<file path="src/rtl/ball_render_slave.sv">
`default_nettype none
// ============================================================================
//  Module      : ball_render_slave
//  Description : Avalon-MM slave holding double-buffered ball state written by
//                software. The back buffer is committed to the front buffer on
//                the falling edge of VGA_VS when a commit is pending. A 2-stage
//                hit-test pipeline answers the pixel scan (DrawX/DrawY) with
//                is_ball/ballID. An EXPORT register drives the hex displays.
//  Ports       : Clk, Reset_n (sync, active-low)
//                avs_* : Avalon-MM slave, read latency 1, no wait states
//                VGA_VS, DrawX, DrawY : pixel scan inputs
//                is_ball, ballID      : hit result, 2 Clk after DrawX/DrawY
//                export_data          : EXPORT register contents
//  Revision    : 1.0 - initial release
// ============================================================================
module ball_render_slave #(
    parameter int NUM_BALLS = 4,
    parameter int ID_W      = 2
) (
    input  logic              Clk,
    input  logic              Reset_n,
    input  logic              avs_chipselect,
    input  logic [3:0]        avs_address,
    input  logic              avs_read,
    input  logic              avs_write,
    input  logic [3:0]        avs_byteenable,
    input  logic [31:0]       avs_writedata,
    output logic [31:0]       avs_readdata,
    input  logic              VGA_VS,
    input  logic [9:0]        DrawX,
    input  logic [9:0]        DrawY,
    output logic              is_ball,
    output logic [ID_W-1:0]   ballID,
    output logic [31:0]       export_data
);

    // Implemented BALLn bits: [31] enable, [25:20] radius, [19:10] y, [9:0] x
    localparam logic [31:0] c_BALL_MASK   = 32'h83FF_FFFF;
    localparam logic [3:0]  c_ADDR_CTRL   = 4'd8;
    localparam logic [3:0]  c_ADDR_STATUS = 4'd9;
    localparam logic [3:0]  c_ADDR_EXPORT = 4'd10;

    logic [31:0]          r_back  [NUM_BALLS];
    logic [31:0]          r_front [NUM_BALLS];
    logic                 r_commit_pending;
    logic [15:0]          r_frame_count;
    logic                 r_vs_q;
    logic [31:0]          r_export;
    logic [31:0]          r_readdata;
    logic                 r_is_ball;
    logic [ID_W-1:0]      r_ball_id;

    logic                 w_wr;
    logic                 w_rd;
    logic                 w_vs_fall;
    logic                 w_commit;
    logic [31:0]          w_be_mask;
    logic [31:0]          w_rdata;
    logic [NUM_BALLS-1:0] w_hit;
    logic [ID_W-1:0]      w_id;

    assign w_wr      = avs_chipselect & avs_write;
    assign w_rd      = avs_chipselect & avs_read;
    assign w_vs_fall = r_vs_q & ~VGA_VS;
    // Copy is decided by the pending flag as it stood before this edge
    assign w_commit  = w_vs_fall & r_commit_pending;
    assign w_be_mask = {{8{avs_byteenable[3]}}, {8{avs_byteenable[2]}},
                        {8{avs_byteenable[1]}}, {8{avs_byteenable[0]}}};

    // ------------------------------------------------------------------
    // Ball buffers: software writes land in back; front is refreshed
    // from the pre-write back contents on a commit edge.
    // ------------------------------------------------------------------
    always_ff @(posedge Clk) begin
        for (int i = 0; i < NUM_BALLS; i++) begin
            if (!Reset_n) begin
                r_back[i]  <= '0;
                r_front[i] <= '0;
            end else begin
                if (w_wr && (avs_address == 4'(i))) begin
                    r_back[i] <= ((r_back[i] & ~w_be_mask) |
                                  (avs_writedata & w_be_mask)) & c_BALL_MASK;
                end
                if (w_commit) begin
                    r_front[i] <= r_back[i];
                end
            end
        end
    end

    // ------------------------------------------------------------------
    // Control / status / export / read data
    // ------------------------------------------------------------------
    always_ff @(posedge Clk) begin
        if (!Reset_n) begin
            r_vs_q           <= 1'b1;
            r_frame_count    <= '0;
            r_commit_pending <= 1'b0;
            r_export         <= '0;
            r_readdata       <= '0;
        end else begin
            r_vs_q <= VGA_VS;
            if (w_vs_fall) begin
                r_frame_count <= r_frame_count + 16'd1;
            end
            // A commit request on a frame edge wins over the clear
            if (w_wr && (avs_address == c_ADDR_CTRL) &&
                avs_byteenable[0] && avs_writedata[0]) begin
                r_commit_pending <= 1'b1;
            end else if (w_vs_fall) begin
                r_commit_pending <= 1'b0;
            end
            if (w_wr && (avs_address == c_ADDR_EXPORT)) begin
                r_export <= (r_export & ~w_be_mask) | (avs_writedata & w_be_mask);
            end
            if (w_rd) begin
                r_readdata <= w_rdata;
            end
        end
    end

    always_comb begin
        w_rdata = '0;
        for (int i = 0; i < NUM_BALLS; i++) begin
            if (avs_address == 4'(i)) begin
                w_rdata = r_back[i];
            end
        end
        if (avs_address == c_ADDR_STATUS) begin
            w_rdata = {r_frame_count, 15'd0, r_commit_pending};
        end
        if (avs_address == c_ADDR_EXPORT) begin
            w_rdata = r_export;
        end
    end

    // ------------------------------------------------------------------
    // Hit test stage 1 (per slot): squared distances and squared radius.
    // Distances use signed 11-bit differences so centres near the screen
    // edges never wrap around.
    // ------------------------------------------------------------------
    for (genvar g = 0; g < NUM_BALLS; g++) begin : g_slot
        logic signed [10:0] w_dx;
        logic signed [10:0] w_dy;
        logic [9:0]         w_adx;
        logic [9:0]         w_ady;
        logic [5:0]         w_rad;
        logic               w_unused_bits;
        logic [19:0]        r_dx2;
        logic [19:0]        r_dy2;
        logic [11:0]        r_r2;
        logic               r_en;

        assign w_dx  = $signed({1'b0, DrawX}) - $signed({1'b0, r_front[g][9:0]});
        assign w_dy  = $signed({1'b0, DrawY}) - $signed({1'b0, r_front[g][19:10]});
        assign w_adx = w_dx[10] ? 10'(-w_dx) : w_dx[9:0];
        assign w_ady = w_dy[10] ? 10'(-w_dy) : w_dy[9:0];
        assign w_rad = r_front[g][25:20];
        assign w_unused_bits = ^r_front[g][30:26];

        always_ff @(posedge Clk) begin
            if (!Reset_n) begin
                r_dx2 <= '0;
                r_dy2 <= '0;
                r_r2  <= '0;
                r_en  <= 1'b0;
            end else begin
                r_dx2 <= {10'd0, w_adx} * {10'd0, w_adx};
                r_dy2 <= {10'd0, w_ady} * {10'd0, w_ady};
                r_r2  <= {6'd0, w_rad} * {6'd0, w_rad};
                r_en  <= r_front[g][31];
            end
        end

        // Stage 2 compare on a full 21-bit sum
        assign w_hit[g] = r_en &
            (({1'b0, r_dx2} + {1'b0, r_dy2}) <= {9'd0, r_r2});
    end

    // Lowest-index hit wins
    always_comb begin
        w_id = '0;
        for (int i = NUM_BALLS - 1; i >= 0; i--) begin
            if (w_hit[i]) begin
                w_id = ID_W'(i);
            end
        end
    end

    always_ff @(posedge Clk) begin
        if (!Reset_n) begin
            r_is_ball <= 1'b0;
            r_ball_id <= '0;
        end else begin
            r_is_ball <= |w_hit;
            r_ball_id <= w_id;
        end
    end

    assign avs_readdata = r_readdata;
    assign is_ball      = r_is_ball;
    assign ballID       = r_ball_id;
    assign export_data  = r_export;

endmodule
`default_nettype wire

</file>
<file path="config.mk">
export PLATFORM = sky130hd
export DESIGN_NAME = ball_render_slave
export DESIGN_NICKNAME = d
export VERILOG_FILES = /design/src/rtl/ball_render_slave.sv
export SDC_FILE = /design/constraint.sdc
export NUM_CORES = 2
export LEC_CHECK = 0
export BUFFER_PORTS_ARGS = -buffer_cell sky130_fd_sc_hd__buf_2
export CAP_MARGIN = 20
export CORE_MARGIN = 8
export CORE_UTILIZATION = 45
export DETAILED_ROUTE_END_ITERATION = 8
export PLACE_DENSITY = 0.63
export SETUP_SLACK_MARGIN = 0.05
export SLEW_MARGIN = 20
export SYNTH_ARGS = -nofsm -noshare
export SYNTH_HDL_FRONTEND = slang
export SYNTH_SLANG_ARGS = --single-unit
</file>
<file path="constraint.sdc">
create_clock -name Clk -period 6.69 [get_ports Clk]
set_clock_uncertainty 0.05 [all_clocks]
set_input_delay 0 -clock Clk [delete_from_list [all_inputs] [get_ports Clk]]
set_output_delay 0 -clock Clk [all_outputs]
set_load 0.02 [all_outputs]
</file>
==> impl_metrics.tcl <==
set metrics [dict create \
    status "finished, violations left" \
    violations "negative setup slack" \
    syn_nets 6885 \
    first_pass_iters 6 \
    start_kind "flop" \
    syn_area_per_cell_um2 8.95 \
    synth_seq_area_share_pct 23.7 \
    grtUsageTotal_pct 21.8 \
    synth_common_cells "inv_1 (814), ha_1 (648), nor2_1 (515)" \
    synth_edf_count 216 \
    cap_violations 0 \
    port_buffers 132 \
    wl_um 143000 \
    routedWlPerCell_um 17.5 \
    min_period_ps 6880 \
    cts_tree "done" \
    die_h_um 354 \
    worst_slack_ps -188 \
    period_share_pct 103 \
    h-tree-depth 2 \
    die_w_um 354 \
    placementRows 124 \
    dp_hpwl_um 110000 \
    yosysWarnings 0 \
    synth_top_area_cell "fa_1" \
    dpl_worst_slack_ps -289 \
    relSlewSlack_pct 32.4 \
    area_delta_synth_final_pct 26.2 \
    core_um2 114000 \
    final_hold_viol_count 0 \
    drc 0 \
    drive_gt1_share_pct 23.0 \
    viasPerCell 5.31 \
    path_clk_slew_ps 60 \
    cts_buffers 59 \
    fmax_ghz 0.145 \
    fill_cells 9911 \
    synthArstFlopShare_pct 0 \
    grt_pass1_wl_um 226000 \
    tightest_slew_ps 1010 \
    setup_viol 11 \
    vias 43200 \
    netlist_instances 5756 \
    synth_area_leaders "fa_1 (16%), ha_1 (16%), edfxtp_1 (13%), dfxtp_1 (11%), inv_1 (5.9%)" \
    criticalPathCategory "reg2reg" \
    grt_max_degree 137 \
    clockBufferDepth 3 \
    min_path_type "in2reg" \
    worst-path-buf-inv 4 \
    crit_fanout 3 \
    layout.nets 7713 \
    die_area_um2 126000 \
    io_pins 133 \
    ys.flop_type "dfxtp_1" \
    start_util_pct 45.2 \
    antenna_found_initial 3 \
    crit_arrival_ps 7340 \
    critPathCaptureType "flop" \
    cpMostUsedCell "fa_1" \
    cpPeakStageDelay_ps 570 \
    slew_violations 0 \
    root_buffer "clkbuf_16" \
    yosys.area.top_type_share_pct 16.1 \
    cp_slowest_cell "or4_4" \
    ys_ff_latch 501 \
    cp_top_family "adder cells" \
    gp_congestion 0.904 \
    first_global_vias 43900 \
    critPathRequiredTime_ps 7150 \
    ant_nets 0 \
    grt_setup_unrepaired "yes" \
    yosysMostFrequentCell "inv_1" \
    drtIter0Drc 2473 \
    clk_latency_ps 700 \
    syn_area_um2 51500 \
    diodes 0 \
    ys_types 95 \
    cts_sinks 501 \
    overflow 0 \
]
[kinds of logic after synthesis]
family	count (synthesis)	share of synthesized area, %
XOR/XNOR	344	5.99
flip-flops	501	23.7
adder cells (fa/ha/maj)	1063	31.9
buffers and inverters	971	7.08
AND/OR/NAND/NOR	1776	16.9
AO/OA/AOI/OAI	1045	13.0
multiplexers	56	1.52
[final timing paths]
kind | startpoint | end | slack, ps | depth (start not counted)
setup / recovery | r_front[1][32] | g_slot[3].r_dx2[16] | -190 | 27
hold / removal | avs_byteenable[2] | r_back[3][21] | 100 | 3
setup reg to reg | r_front[1][32] | g_slot[3].r_dx2[16] | -190 | 27
hold reg to reg | r_front[1][63] | g_slot[3].r_en | 420 | 1
[registers in the layout, summed over array words and instances, names as in the netlist]
| name | cells |
|---|---|
| r_back | 108 |
| is_ball | 1 |
| ballID | 2 |
| g_slot.r_r2 | 44 |
| r_commit_pending | 1 |
| g_slot.r_en | 4 |
| r_frame_count | 16 |
| export_data | 32 |
| g_slot.r_dx2 | 76 |
| g_slot.r_dy2 | 76 |
| avs_readdata | 32 |
| r_front | 108 |
| r_vs_q | 1 |
[stage by stage]
stage	setup TNS, ps	instances	util (%)	area [µm²]	hold WS [ps]
after detailed placement	-7010	7840	51.2	58400	160
after CTS	-707	8094	55.0	62800	59.8
final	-909	8146	57.1	65100	101
after floorplan	-44.0	5756	-	51900	51.5
after global placement	-2180	7840	51.2	58400	155
after global routing	-11070	8146	57.1	65100	130
[layer usage]
layer	vias to the layer above	track usage (%)	part of all wire, %
met3	228	2.66	4.9
met4	2	7.55	3.7
met1	21000	28.2	43
li1	20900	-	-
met5	-	0	0.0084
met2	1036	37.4	48
[repair_timing]
item,4_1_cts,5_1_grt
resized for setup,176,384
endpoints found under the setup margin,64,82
pin swaps,151,232
hold buffers,96,0
buffers inserted,49,55
hold endpoints to repair,248,0
[worst reg2reg max path: stages, from the launching register on]
cell      delay [ps]
edfxtp_1         370
ha_2             200
fa_2             350
nand2b_4         180
a21oi_4          160
o311a_1          190
nor3_2            50
or4_4            570
o31ai_4          220
xor2_2           240
nor2_2            60
inv_1             70
fa_1             430
fa_1             520
inv_2             40
fa_1             480
fa_1             550
fa_2             470
ha_4             180
a21o_1           180
a21o_1           210
a21oi_2          160
buf_4            140
o31ai_4           80
a211oi_2         260
buf_4            150
xor2_1           130
nor2_1            50
[layout make-up]
type | count | area (µm²) | area share (%)
inverter | 824 | 3110 | 4.78
sequential | 501 | 12200 | 18.7
multi-input combinational | 4284 | 38800 | 59.7
clock inverter | 32 | 470 | 0.723
tap | 1512 | 1890 | 2.91
timing repair buffer | 914 | 6910 | 10.6
clock buffer | 79 | 1680 | 2.58
[layout by cell type, fill, tap and decap left out, types with 37 or more instances in the layout]
cell type,count
a21o_1,128
a21oi_1,321
a21oi_2,69
and2_1,181
buf_2,132
buf_4,653
clkbuf_16,61
dfxtp_1,285
dlygate4sd3_1,96
edfxtp_1,216
fa_1,393
ha_1,572
ha_4,62
inv_1,781
inv_2,38
nand2_1,365
nand2b_1,184
nand3_1,80
nor2_1,475
nor2b_1,62
nor3_1,91
o21a_1,37
o21ai_0,109
xnor2_1,173
xor2_1,114
Power is not shown: default switching activity piles up to over one toggle a cycle in this logic, so the estimate is an artifact.
